===== src/rtl/core_tb_pkg.sv =====
// Shared types for core_pattern_player:
// FSM states, default load op, sentinels.
package core_tb_pkg;
  typedef enum logic [2:0] {
    S_IDLE,
    S_WAIT_RDY,
    S_ISSUE,
    S_LOAD,
    S_DONE
  } state_t;

  localparam logic [3:0]  LOAD_OP_DEF = 4'd0;
  localparam logic [31:0] NO_ERR      = '1;
  localparam logic [15:0] LFSR_SEED   = 16'hACE1;
endpackage


===== src/rtl/core_pattern_player_if.sv =====
// Op / input / output handshake bundle
// between the pattern player and core.
interface core_pattern_player_if #(
  parameter int DATA_W = 8,
  parameter int OUT_W  = 14,
  parameter int OP_W   = 4
);
  logic              o_op_valid;
  logic [OP_W-1:0]   o_op_mode;
  logic              i_op_ready;
  logic              o_in_valid;
  logic [DATA_W-1:0] o_in_data;
  logic              i_in_ready;
  logic              i_out_valid;
  logic [OUT_W-1:0]  i_out_data;

  modport master (
    output o_op_valid, o_op_mode,
    output o_in_valid, o_in_data,
    input  i_op_ready, i_in_ready,
    input  i_out_valid, i_out_data
  );

  modport slave (
    input  o_op_valid, o_op_mode,
    input  o_in_valid, o_in_data,
    output i_op_ready, i_in_ready,
    output i_out_valid, i_out_data
  );
endinterface


===== src/rtl/lfsr_gap_gen.sv =====
// 16-bit Fibonacci LFSR bubble source;
// vetoes a cycle when the low two bits are zero.
module lfsr_gap_gen
  import core_tb_pkg::*;
(
  input  logic i_clk,
  input  logic i_rst_n,
  input  logic i_en,
  output logic o_veto
);
  logic [15:0] lfsr;
  logic        fb;

  // taps 16,14,13,11
  assign fb = lfsr[15] ^ lfsr[13] ^ lfsr[12] ^ lfsr[10];

  always_ff @(posedge i_clk or negedge i_rst_n) begin
    if (!i_rst_n)  lfsr <= LFSR_SEED;
    else if (!i_en) lfsr <= LFSR_SEED;
    else           lfsr <= {lfsr[14:0], fb};
  end

  assign o_veto = i_en && (lfsr[1:0] == 2'b00);
endmodule


===== src/rtl/core_pattern_player.sv =====
// Pattern-memory driven stimulus player and
// golden-data checker for the core handshakes.
module core_pattern_player
  import core_tb_pkg::*;
#(
  parameter int DATA_W  = 8,
  parameter int OUT_W   = 14,
  parameter int OP_W    = 4,
  parameter int IN_AW   = 11,
  parameter int OP_AW   = 10,
  parameter int GOLD_AW = 12,
  parameter logic [OP_W-1:0] LOAD_OP = OP_W'(LOAD_OP_DEF),
  parameter int LOAD_LEN    = 2048,
  parameter int TIMEOUT_CYC = 1_000_000
) (
  input  logic               i_clk,
  input  logic               i_rst_n,
  input  logic               i_start,
  input  logic [OP_AW:0]     i_op_num,
  input  logic [GOLD_AW:0]   i_gold_num,
  input  logic               i_gap_en,
  output logic [OP_AW-1:0]   o_op_addr,
  input  logic [OP_W-1:0]    i_op_rdata,
  output logic [IN_AW-1:0]   o_in_addr,
  input  logic [DATA_W-1:0]  i_in_rdata,
  output logic [GOLD_AW-1:0] o_gold_addr,
  input  logic [OUT_W-1:0]   i_gold_rdata,
  core_pattern_player_if.master hs,
  output logic               o_busy,
  output logic               o_done,
  output logic               o_pass,
  output logic               o_timeout,
  output logic [15:0]        o_err_cnt,
  output logic [GOLD_AW:0]   o_first_err
);
  localparam int OW  = OP_AW + 1;
  localparam int GW  = GOLD_AW + 1;
  localparam int LCW = $clog2(LOAD_LEN + 1);
  localparam int TCW = $clog2(TIMEOUT_CYC + 1);
  localparam logic [LCW-1:0] LEN  = LCW'(LOAD_LEN);
  localparam logic [TCW-1:0] TMO  = TCW'(TIMEOUT_CYC);
  localparam logic [GW-1:0]  NONE = NO_ERR[GW-1:0];

  state_t             state_q, state_d;
  logic [OW-1:0]      op_idx_q, op_idx_d;
  logic [GW-1:0]      gold_idx_q, gold_idx_d;
  logic [IN_AW-1:0]   in_idx_q, in_idx_d;
  logic [LCW-1:0]     load_cnt_q, load_cnt_d, cnt_nx;
  logic [TCW-1:0]     idle_q, idle_d;
  logic [15:0]        err_q, err_d;
  logic [GW-1:0]      first_q, first_d;
  logic               pass_q, pass_d, tmo_q, tmo_d;
  logic               done_q, done_d;
  logic               op_valid_q, op_valid_d;
  logic [OP_W-1:0]    op_mode_q, op_mode_d;
  logic               in_valid_q, in_valid_d;
  logic [DATA_W-1:0]  in_data_q, in_data_d;
  logic               busy, xfer, miss, fin, expire, veto;

  lfsr_gap_gen u_gap (
    .i_clk   (i_clk),
    .i_rst_n (i_rst_n),
    .i_en    (i_gap_en),
    .o_veto  (veto)
  );

  assign busy = (state_q == S_WAIT_RDY) ||
                (state_q == S_ISSUE) ||
                (state_q == S_LOAD);

  always_ff @(posedge i_clk or negedge i_rst_n) begin
    if (!i_rst_n) begin
      state_q    <= S_IDLE;
      op_idx_q   <= '0;
      gold_idx_q <= '0;
      in_idx_q   <= '0;
      load_cnt_q <= '0;
      idle_q     <= '0;
      err_q      <= '0;
      first_q    <= NONE;
      pass_q     <= 1'b0;
      tmo_q      <= 1'b0;
      done_q     <= 1'b0;
      op_valid_q <= 1'b0;
      op_mode_q  <= '0;
      in_valid_q <= 1'b0;
      in_data_q  <= '0;
    end else begin
      state_q    <= state_d;
      op_idx_q   <= op_idx_d;
      gold_idx_q <= gold_idx_d;
      in_idx_q   <= in_idx_d;
      load_cnt_q <= load_cnt_d;
      idle_q     <= idle_d;
      err_q      <= err_d;
      first_q    <= first_d;
      pass_q     <= pass_d;
      tmo_q      <= tmo_d;
      done_q     <= done_d;
      op_valid_q <= op_valid_d;
      op_mode_q  <= op_mode_d;
      in_valid_q <= in_valid_d;
      in_data_q  <= in_data_d;
    end
  end

  always_comb begin
    state_d    = state_q;
    op_idx_d   = op_idx_q;
    gold_idx_d = gold_idx_q;
    in_idx_d   = in_idx_q;
    load_cnt_d = load_cnt_q;
    idle_d     = idle_q;
    err_d      = err_q;
    first_d    = first_q;
    pass_d     = pass_q;
    tmo_d      = tmo_q;
    done_d     = done_q;
    op_valid_d = 1'b0;
    op_mode_d  = op_mode_q;
    in_valid_d = in_valid_q;
    in_data_d  = in_data_q;
    miss       = 1'b0;
    fin        = 1'b0;
    expire     = 1'b0;
    xfer       = in_valid_q && hs.i_in_ready;
    cnt_nx     = load_cnt_q + LCW'(xfer);

    // overflow outputs count as misses; index saturates
    if (busy && hs.i_out_valid) begin
      if (gold_idx_q < i_gold_num) begin
        gold_idx_d = gold_idx_q + GW'(1);
        miss = hs.i_out_data != i_gold_rdata;
      end else begin
        miss = 1'b1;
      end
    end
    if (miss) begin
      if (err_q != '1) err_d = err_q + 16'd1;
      if (err_q == '0) first_d = gold_idx_q;
    end
    if (busy) begin
      if (state_q == S_ISSUE || xfer || hs.i_out_valid)
        idle_d = '0;
      else
        idle_d = idle_q + TCW'(1);
    end

    unique case (state_q)
      S_IDLE, S_DONE: begin
        if (i_start) begin
          state_d    = S_WAIT_RDY;
          op_idx_d   = '0;
          gold_idx_d = '0;
          in_idx_d   = '0;
          load_cnt_d = '0;
          idle_d     = '0;
          err_d      = '0;
          first_d    = NONE;
          pass_d     = 1'b0;
          tmo_d      = 1'b0;
          done_d     = 1'b0;
          in_valid_d = 1'b0;
        end
      end
      S_WAIT_RDY: begin
        if (op_idx_q == i_op_num &&
            gold_idx_q == i_gold_num) begin
          fin = 1'b1;
        end else if (hs.i_op_ready &&
                     op_idx_q < i_op_num) begin
          state_d    = S_ISSUE;
          op_valid_d = 1'b1;
          op_mode_d  = i_op_rdata;
        end else if (idle_d == TMO) begin
          expire = 1'b1;
        end
      end
      S_ISSUE: begin
        op_idx_d = op_idx_q + OW'(1);
        state_d  = S_WAIT_RDY;
        if (op_mode_q == LOAD_OP) begin
          state_d    = S_LOAD;
          load_cnt_d = '0;
          if (!veto) begin
            in_valid_d = 1'b1;
            in_data_d  = i_in_rdata;
            in_idx_d   = in_idx_q + IN_AW'(1);
          end
        end
      end
      S_LOAD: begin
        load_cnt_d = cnt_nx;
        // refill only when the slot is free, so valid never drops early
        if (!in_valid_q || xfer) begin
          in_valid_d = 1'b0;
          if (!veto && cnt_nx < LEN) begin
            in_valid_d = 1'b1;
            in_data_d  = i_in_rdata;
            in_idx_d   = in_idx_q + IN_AW'(1);
          end
        end
        if (cnt_nx == LEN)
          state_d = S_WAIT_RDY;
        else if (idle_d == TMO)
          expire = 1'b1;
      end
      default: ;
    endcase

    if (fin || expire) begin
      state_d    = S_DONE;
      done_d     = 1'b1;
      tmo_d      = expire;
      pass_d     = (err_d == '0) && !expire;
      in_valid_d = 1'b0;
    end
  end

  assign o_op_addr     = op_idx_q[OP_AW-1:0];
  assign o_in_addr     = in_idx_q;
  assign o_gold_addr   = gold_idx_q[GOLD_AW-1:0];
  assign hs.o_op_valid = op_valid_q;
  assign hs.o_op_mode  = op_mode_q;
  assign hs.o_in_valid = in_valid_q;
  assign hs.o_in_data  = in_data_q;
  assign o_busy        = busy;
  assign o_done        = done_q;
  assign o_pass        = pass_q;
  assign o_timeout     = tmo_q;
  assign o_err_cnt     = err_q;
  assign o_first_err   = first_q;
endmodule


===== src/flat_wrapper.sv =====
// flat-port wrapper written by rule: the top's interface ports become plain ports
module core_pattern_player_flat import core_tb_pkg::*;
#(
  parameter int DATA_W  = 8,
  parameter int OUT_W   = 14,
  parameter int OP_W    = 4,
  parameter int IN_AW   = 11,
  parameter int OP_AW   = 10,
  parameter int GOLD_AW = 12,
  parameter logic [OP_W-1:0] LOAD_OP = OP_W'(LOAD_OP_DEF),
  parameter int LOAD_LEN    = 2048,
  parameter int TIMEOUT_CYC = 1_000_000
)
  (i_clk, i_rst_n, i_start, i_op_num, i_gold_num, i_gap_en, o_op_addr, i_op_rdata, o_in_addr, i_in_rdata, o_gold_addr, i_gold_rdata, o_busy, o_done, o_pass, o_timeout, o_err_cnt, o_first_err, hs_o_op_valid, hs_o_op_mode, hs_o_in_valid, hs_o_in_data, hs_i_op_ready, hs_i_in_ready, hs_i_out_valid, hs_i_out_data);
  core_pattern_player_if #(.DATA_W(DATA_W), .OUT_W(OUT_W), .OP_W(OP_W)) hs_i ();
  input  logic i_clk;
  input  logic i_rst_n;
  input  logic i_start;
  input  logic [OP_AW:0] i_op_num;
  input  logic [GOLD_AW:0] i_gold_num;
  input  logic i_gap_en;
  output logic [OP_AW-1:0] o_op_addr;
  input  logic [OP_W-1:0] i_op_rdata;
  output logic [IN_AW-1:0] o_in_addr;
  input  logic [DATA_W-1:0] i_in_rdata;
  output logic [GOLD_AW-1:0] o_gold_addr;
  input  logic [OUT_W-1:0] i_gold_rdata;
  output logic o_busy;
  output logic o_done;
  output logic o_pass;
  output logic o_timeout;
  output logic [15:0] o_err_cnt;
  output logic [GOLD_AW:0] o_first_err;
  output wire logic [$bits(hs_i.o_op_valid)-1:0] hs_o_op_valid;
  output wire logic [$bits(hs_i.o_op_mode)-1:0] hs_o_op_mode;
  output wire logic [$bits(hs_i.o_in_valid)-1:0] hs_o_in_valid;
  output wire logic [$bits(hs_i.o_in_data)-1:0] hs_o_in_data;
  input wire logic [$bits(hs_i.i_op_ready)-1:0] hs_i_op_ready;
  input wire logic [$bits(hs_i.i_in_ready)-1:0] hs_i_in_ready;
  input wire logic [$bits(hs_i.i_out_valid)-1:0] hs_i_out_valid;
  input wire logic [$bits(hs_i.i_out_data)-1:0] hs_i_out_data;
  assign hs_o_op_valid = hs_i.o_op_valid;
  assign hs_o_op_mode = hs_i.o_op_mode;
  assign hs_o_in_valid = hs_i.o_in_valid;
  assign hs_o_in_data = hs_i.o_in_data;
  assign hs_i.i_op_ready = hs_i_op_ready;
  assign hs_i.i_in_ready = hs_i_in_ready;
  assign hs_i.i_out_valid = hs_i_out_valid;
  assign hs_i.i_out_data = hs_i_out_data;
  core_pattern_player #(.DATA_W(DATA_W), .OUT_W(OUT_W), .OP_W(OP_W), .IN_AW(IN_AW), .OP_AW(OP_AW), .GOLD_AW(GOLD_AW), .LOAD_OP(LOAD_OP), .LOAD_LEN(LOAD_LEN), .TIMEOUT_CYC(TIMEOUT_CYC)) u_core (.i_clk(i_clk), .i_rst_n(i_rst_n), .i_start(i_start), .i_op_num(i_op_num), .i_gold_num(i_gold_num), .i_gap_en(i_gap_en), .o_op_addr(o_op_addr), .i_op_rdata(i_op_rdata), .o_in_addr(o_in_addr), .i_in_rdata(i_in_rdata), .o_gold_addr(o_gold_addr), .i_gold_rdata(i_gold_rdata), .hs(hs_i), .o_busy(o_busy), .o_done(o_done), .o_pass(o_pass), .o_timeout(o_timeout), .o_err_cnt(o_err_cnt), .o_first_err(o_first_err));
endmodule

===== config.mk =====
export PLATFORM = sky130hd
export DESIGN_NAME = core_pattern_player_flat
export DESIGN_NICKNAME = d
export VERILOG_FILES = /design/src/rtl/core_tb_pkg.sv /design/src/rtl/core_pattern_player_if.sv /design/src/rtl/lfsr_gap_gen.sv /design/src/rtl/core_pattern_player.sv /design/src/flat_wrapper.sv
export SDC_FILE = /design/constraint.sdc
export NUM_CORES = 1
export LEC_CHECK = 0
export ABC_CLOCK_PERIOD_IN_PS = 3700
export CAP_MARGIN = 20
export CORE_UTILIZATION = 45
export CTS_BUF_LIST = sky130_fd_sc_hd__clkbuf_16
export DETAILED_ROUTE_END_ITERATION = 8
export PLACE_DENSITY = 0.8
export SLEW_MARGIN = 20
export SYNTH_ARGS = -nofsm -noshare
export SYNTH_HDL_FRONTEND = slang
export SYNTH_SLANG_ARGS = --single-unit

===== constraint.sdc =====
create_clock -name i_clk -period 3.7 [get_ports i_clk]
set_clock_uncertainty 0.15 [all_clocks]
set_input_delay 0.37 -clock i_clk [delete_from_list [all_inputs] [get_ports i_clk]]
set_output_delay 0.37 -clock i_clk [all_outputs]
set_load 0.03 [all_outputs]

==> results of run 1 <==
## registers in the layout, indices dropped and copies added, names as in the netlist, 3 cells and up
name and flops:
u_core.hs.o_in_data 8, u_core.op_idx_q 11, u_core.o_err_cnt 16, u_core.u_gap.lfsr 16, u_core.o_in_addr 11, u_core.load_cnt_q 12
u_core.state_q 3, u_core.gold_idx_q 13, u_core.o_first_err 13, u_core.hs.o_op_mode 4, u_core.idle_q 20
## layer usage
layer	global-route usage	up-vias
met5	0	-
met4	0.0766	0
li1	-	3167
met1	0.286	3181
met3	0.0567	29
met2	0.360	232
## metrics by stage
stage / setup slack [ps] / TNS (ps)
2_1_floorplan: 688 / 0
3_3_place_gp: 84.1 / 0
3_5_place_dp: -0.266 / -0.266
4_1_cts: 382 / 0
5_1_grt: 159 / 0
6_report: 370 / 0
## cell usage in the layout (no fill, tap or decap), drive strengths merged, types with 11 or more instances in the layout
master,synthesis,routed
o21ai,47,47
ha,32,32
or3,19,19
nand2b,11,11
mux2i,18,18
buf,32,15
dfstp,21,21
nand4,26,26
and2,15,15
nor3,20,20
inv,41,43
a21oi,34,34
nand2,75,75
nand3,43,43
xor2,25,25
a31oi,13,13
dfrtp,111,111
nor2,76,76
nor4,11,11
mux2,14,14
xnor2,41,41
clkbuf,21,17
and3,21,21
clkdlybuf4s50,0,149
## how the worst max path moves through the flow
| stage | from | end | depth (start not counted) |
|---|---|---|---|
| floorplan | u_core.hs.o_in_valid | u_core.state_q[1] | 12 |
| global placement | i_gold_num[11] | u_core.o_pass | 12 |
| detailed placement | i_gold_num[10] | u_core.o_pass | 12 |
| CTS | u_core.gold_idx_q[10] | u_core.o_pass | 10 |
| global route | u_core.gold_idx_q[10] | u_core.o_pass | 10 |
| finish | u_core.gold_idx_q[10] | u_core.o_pass | 10 |
## logic make-up after synthesis
family | share of synthesized area
adders and majority gates | 0.0519
AOI/OAI and AO/OA | 0.111
buffers and inverters | 0.0605
xor gates and xnor gates | 0.0750
and+or+nand+nor | 0.226
muxes | 0.0438
DFF | 0.432
## area by class of cell
| class | instances | area (um2) |
|---|---|---|
| fillers | 1391 | 6750 |
| multi-input cells | 604 | 3910 |
| flip-flops and latches | 132 | 3330 |
| repair buffers | 165 | 1630 |
| clock buffers | 17 | 425 |
| well taps | 220 | 275 |
| clock inverters | 15 | 171 |
| inverters | 41 | 154 |
## where the power goes
part | internal (mW) | switching [mW]
clock | 1.11 | 0.609
combinational | 0.924 | 1.30
sequential | 1.76 | 0.275
total | 3.79 | 2.18
## worst max-delay path, delay by kind of cell (launching register included)
kind | cells | cell delay [ps]
AO/OA/AOI/OAI | 4 | 980
adder cells (fa/ha/maj) | 1 | 330
flip-flops | 1 | 450
AND/OR/NAND/NOR | 5 | 1350
==> flow_summary.yaml, run 1 <==
synth:
  synth_warnings: 0
  synth_top_area_share: 0.360
  syn-instance-count: 830
  synth_cell_types: 70
  yosysMostFrequentCell: "dfrtp_1"
  synth_top_area_cell: "dfrtp_1"
  synth_area_leaders: "dfrtp_1 (36%), dfstp_2 (7.2%), ha_1 (5.2%)"
  synth_seq_area_share: 0.432
  synth_edf_count: 0
  synth_nets: 933
  synth_common_cells: "dfrtp_1 (111), nand2_1 (75), nor2_1 (75)"
  ys.flop_type: "dfrtp_1"
  syn_area_um2: 7710
  ys_ff_latch: 132
  synth.avg_cell_area_um2: 9.29
  async_reset_ff_frac: 1.00
clock_tree:
  cts_root_buf: "clkbuf_16"
  hold_buffers: 1
  ctsHtreeMaxLevel: 4
  cts_tree: "built"
  clk_pin_slew_ps: 60
  cts_made_buffers: 17
  clk_latency_ps: 420
  clock-sinks: 132
  cts_setup_buffers: 0
  cts-resized-gates: 0
  ctsLongestPathBuffers: 2
global_route:
  grt_pass1_vias: 6461
  antenna_found_initial: 0
  grt_max_degree: 76
  gr-total-overflow: 0
  grt_usage: 0.222
  grt_pass1_wl_um: 31400
floorplanning:
  die_w_um: 133
  fp.dieH_um: 133
  start_util: 0.463
  io_pins: 151
  coreArea_um2: 16600
  core.rowCount: 47
  dieArea_um2: 17700
cells_and_area:
  finalNonFillerCells: 1194
  fin_util: 0.595
  finalInstanceArea_um2: 9900
  nets: 1064
  drive_gt1_frac: 0.0996
  syn_to_final_growth_pct: 28.4
  n_antenna_cell: 0
place:
  dp.cells: 1161
  portBuffers: 150
  place.gp.congestion: 0.891
  placed_area_um2: 9290
  hpwl_um: 13600
setup_path:
  cp_slowest_cell: "a31oi_2"
  endpoint_kind: "flip-flop"
  rr_endpoint: "u_core.o_pass"
  ff2ff_setup_slack_ps: 370
  critPathMaxStageDelay_ps: 470
  cp.required_ps: 3900
  timing.rr.start: "u_core.gold_idx_q[10]"
  rr_worst_depth: 10
  critPathLaunchType: "flip-flop"
  worstSetupPathType: "flip-flop to flip-flop"
  crit_chain: "ha_1 > nand4_1 > or3_1 > a31o_1 > a31oi_2 > and4_1 > a211oi_1 > nor4_1 > nand4_1 > a21oi_1"
  cp.arrival_ps: 3530
  worst-path-max-fanout: 13
  cp_common_cell: "nand4_1"
sta:
  holdWs_ps: 282
  finalCriticalPeriod_ps: 3330
  fin_crit_sh: 0.900
  hold_viol: 0
  finalSetupViolations: 0
  max_freq_ghz: 0.300
  worstMarginPinSlew_ps: 989
  rsz0062_at_grt: "false"
  max_slew_margin: 0.341
  drv_slew: 0
min_path:
  hold-path-endpoint: "u_core.u_gap.lfsr[10]"
  hp-start: "u_core.u_gap.lfsr[9]"
  min_path_cells: 1
  hold_class: "flip-flop to flip-flop"
routing:
  vias: 6609
  drcViolationCount: 0
  drt_iter0_markers: 425
  drtAntennaViolNets: 0
  highest_layer: "met4"
  wl_met3_um: 1370
  drt-met1-wl_um: 8230
  wl_met2_um: 8790
  viasPerCell: 5.54
  drt_pass1_iterations: 5
  routed_wl_um: 18800
  wire_per_inst_um: 15.7
pwr:
  peakVddDrop_uv: 385
  powerDensity_nw_per_um2: 603
  p_total_mw: 5.97
  p_leak_nw: 4.26
flow_run:
  cap_violations: 0
status:
  status: "finished, final reports clean"
Power figures use the tool's default switching activity.
==> run 2: changes to the inputs <==
--- a/config.mk
+++ b/config.mk
@@ -5,12 +5,13 @@
 export SDC_FILE = /design/constraint.sdc
 export NUM_CORES = 1
 export LEC_CHECK = 0
+export ABC_AREA = 1
 export ABC_CLOCK_PERIOD_IN_PS = 3700
 export CAP_MARGIN = 20
 export CORE_UTILIZATION = 45
 export CTS_BUF_LIST = sky130_fd_sc_hd__clkbuf_16
 export DETAILED_ROUTE_END_ITERATION = 8
-export PLACE_DENSITY = 0.8
+export PLACE_DENSITY = 0.79
 export SLEW_MARGIN = 20
 export SYNTH_ARGS = -nofsm -noshare
 export SYNTH_HDL_FRONTEND = slang
==> run 2 against run 1 <==
Synthesized cell count increased by 33%. First-iteration DRC count increased by 38%. Die area increased by 6.2%. Combinational power rose by 17%. Largest power group unchanged. Utilization about the same. Sequential power grew 6%. Hold slack barely moved. Critical endpoint is now u_core.state_q[1].
==> flow_summary.yaml, run 2 <==
floorplanning:
  io_pins: 151
  die_w_um: 137
  fp.dieH_um: 137
  core.rowCount: 48
  dieArea_um2: 18800
  start_util: 0.467
  coreArea_um2: 17500
pwr:
  peakVddDrop_uv: 432
  powerDensity_nw_per_um2: 622
  p_leak_nw: 5.24
  p_total_mw: 6.48
sta:
  hold_viol: 0
  max_freq_ghz: 0.355
  worstMarginPinSlew_ps: 924
  finalCriticalPeriod_ps: 2810
  drv_slew: 0
  rsz0062_at_grt: "false"
  fin_crit_sh: 0.760
  max_slew_margin: 0.384
  fin_tns_setup_ps: 0
  finalSetupViolations: 0
global_route:
  grt_usage: 0.238
  gr-total-overflow: 0
  grt_max_degree: 103
  grt_pass1_wl_um: 34900
  antenna_found_initial: 0
  grt_pass1_vias: 7263
cells_and_area:
  fill_cells: 1571
  largest_reg_flops: 20
  finalNonFillerCells: 1487
  final_common_cell: "nand2_1"
  drive_gt1_frac: 0.0895
  seq_area_um2: 3330
  multi_input_area_um2: 3930
  regMostFlops: "u_core.idle_q"
  nets: 1352
  n_antenna_cell: 0
  syn_to_final_growth_pct: 27.2
  final_cell_mix: "nand2_1 (277), inv_1 (178), clkdlybuf4s50_1 (149), nor2_1 (120), dfrtp_1 (111)"
place:
  dp.cells: 1454
  place.gp.congestion: 0.939
  hpwl_um: 16100
  portBuffers: 150
min_path:
  hold_class: "flip-flop to flip-flop"
setup_path:
  worst-path-max-fanout: 4
  cp.required_ps: 3870
  worstSetupPathType: "flip-flop to flip-flop"
  critPathLaunchType: "flip-flop"
  cp.arrival_ps: 2980
  endpoint_kind: "flip-flop"
  ff2ff_setup_slack_ps: 890
clock_tree:
  clk_latency_ps: 430
  ctsLongestPathBuffers: 2
  ctsHtreeMaxLevel: 4
  cts_made_buffers: 17
  cts-resized-gates: 0
  clock-sinks: 132
  hold_buffers: 1
  cts_tree: "built"
  cts_setup_buffers: 0
  cts_root_buf: "clkbuf_16"
  clk_pin_slew_ps: 60
routing:
  drt_iter0_markers: 585
  wire_per_inst_um: 14.1
  viasPerCell: 5.19
  vias: 7718
  drt_pass1_iterations: 5
  drcViolationCount: 0
  routed_wl_um: 21000
  drtAntennaViolNets: 0
synth:
  synth_cell_types: 50
  synth_top_area_cell: "dfrtp_1"
  synth.avg_cell_area_um2: 7.40
  syn-instance-count: 1108
  synth_warnings: 0
  synth_nets: 1211
  synth_top_area_share: 0.339
  syn_area_um2: 8200
  synth_area_leaders: "dfrtp_1 (34%), nand2_1 (13%), inv_1 (8.2%)"
  async_reset_ff_frac: 1.00
  yosysMostFrequentCell: "nand2_1"
  ys_ff_latch: 132
  ys.flop_type: "dfrtp_1"
  synth_common_cells: "nand2_1 (277), inv_1 (178), nor2_1 (120)"
  synth_seq_area_share: 0.406
  synth_edf_count: 0
flow_run:
  cap_violations: 0
status:
  status: "finished, final reports clean"
## run 2: cell count changes in the layout (fill, tap and decap cells not counted), sizes merged, moves of 21 or more
cell	before	now
nand2	75	286
inv	43	190
nor2	76	134
xnor2	41	7
nand3	43	69
and3	21	0
## run 2: cell families after synthesis
| logic type | share of synthesized area |
|---|---|
| compound gates | 0.0882 |
| mux | 0.00122 |
| buf+inv | 0.115 |
| simple gates | 0.310 |
| flops | 0.406 |
| xor+xnor | 0.0310 |
| fa+ha+maj | 0.0489 |
## run 2: stage by stage
step,setup slack [ps],hold slack [ps],cell area (um2),utilization
after floorplan,1160,-75.6,8200,-
after global placement,469,265,9810,0.559
after detailed placement,457,273,9810,0.559
after CTS,892,287,10400,0.594
after global routing,507,308,10400,0.594
final,887,282,10400,0.594
## run 2: worst paths after layout
| kind | start | end | cells past startpoint |
|---|---|---|---|
| max reg2reg | u_core.hs.o_in_valid | u_core.state_q[1] | 16 |
| max | u_core.hs.o_in_valid | u_core.state_q[1] | 16 |
| min reg2reg | u_core.u_gap.lfsr[8] | u_core.u_gap.lfsr[9] | 2 |
| max in group asynchronous | i_rst_n | u_core.o_first_err[8] | 3 |
| min | u_core.u_gap.lfsr[8] | u_core.u_gap.lfsr[9] | 2 |
| min in group asynchronous | i_rst_n | u_core.hs.o_in_data[4] | 2 |
## run 2: routing by layer
metal	routed length, um	share of wire	global-route usage
met2	9780	0.47	0.372
met5	0	0	0
met1	9500	0.45	0.321
met3	1050	0.050	0.0385
met4	685	0.033	0.115
## run 2: critical path: stages (launching register included)
cell and delay, ps:
dfrtp_1 440, nand2_1 130, inv_1 70, ha_1 170, ha_1 180, nand3_1 110
nor2_1 230, xor2_1 230, nand3_1 100, nor3_1 220, nand2_1 80, nand2_1 140
nand2_1 130, nor2_1 130, o21ai_0 90, nand2_1 60, nor2_1 30
## run 2: cell type report
class,instances,share of cell area
clock buffer,17,0.0408
clock inverter,15,0.0172
inverter,188,0.0680
multi-input combinational,751,0.377
sequential,132,0.319
tap,225,0.0270
timing repair buffer,159,0.151
## run 2: where the power goes
| group | internal [mW] | switching, mW | leakage, nW |
|---|---|---|---|
| Combinational | 0.982 | 1.62 | 3.40 |
| Clock | 1.06 | 0.669 | 0.288 |
| Sequential | 1.77 | 0.381 | 1.55 |
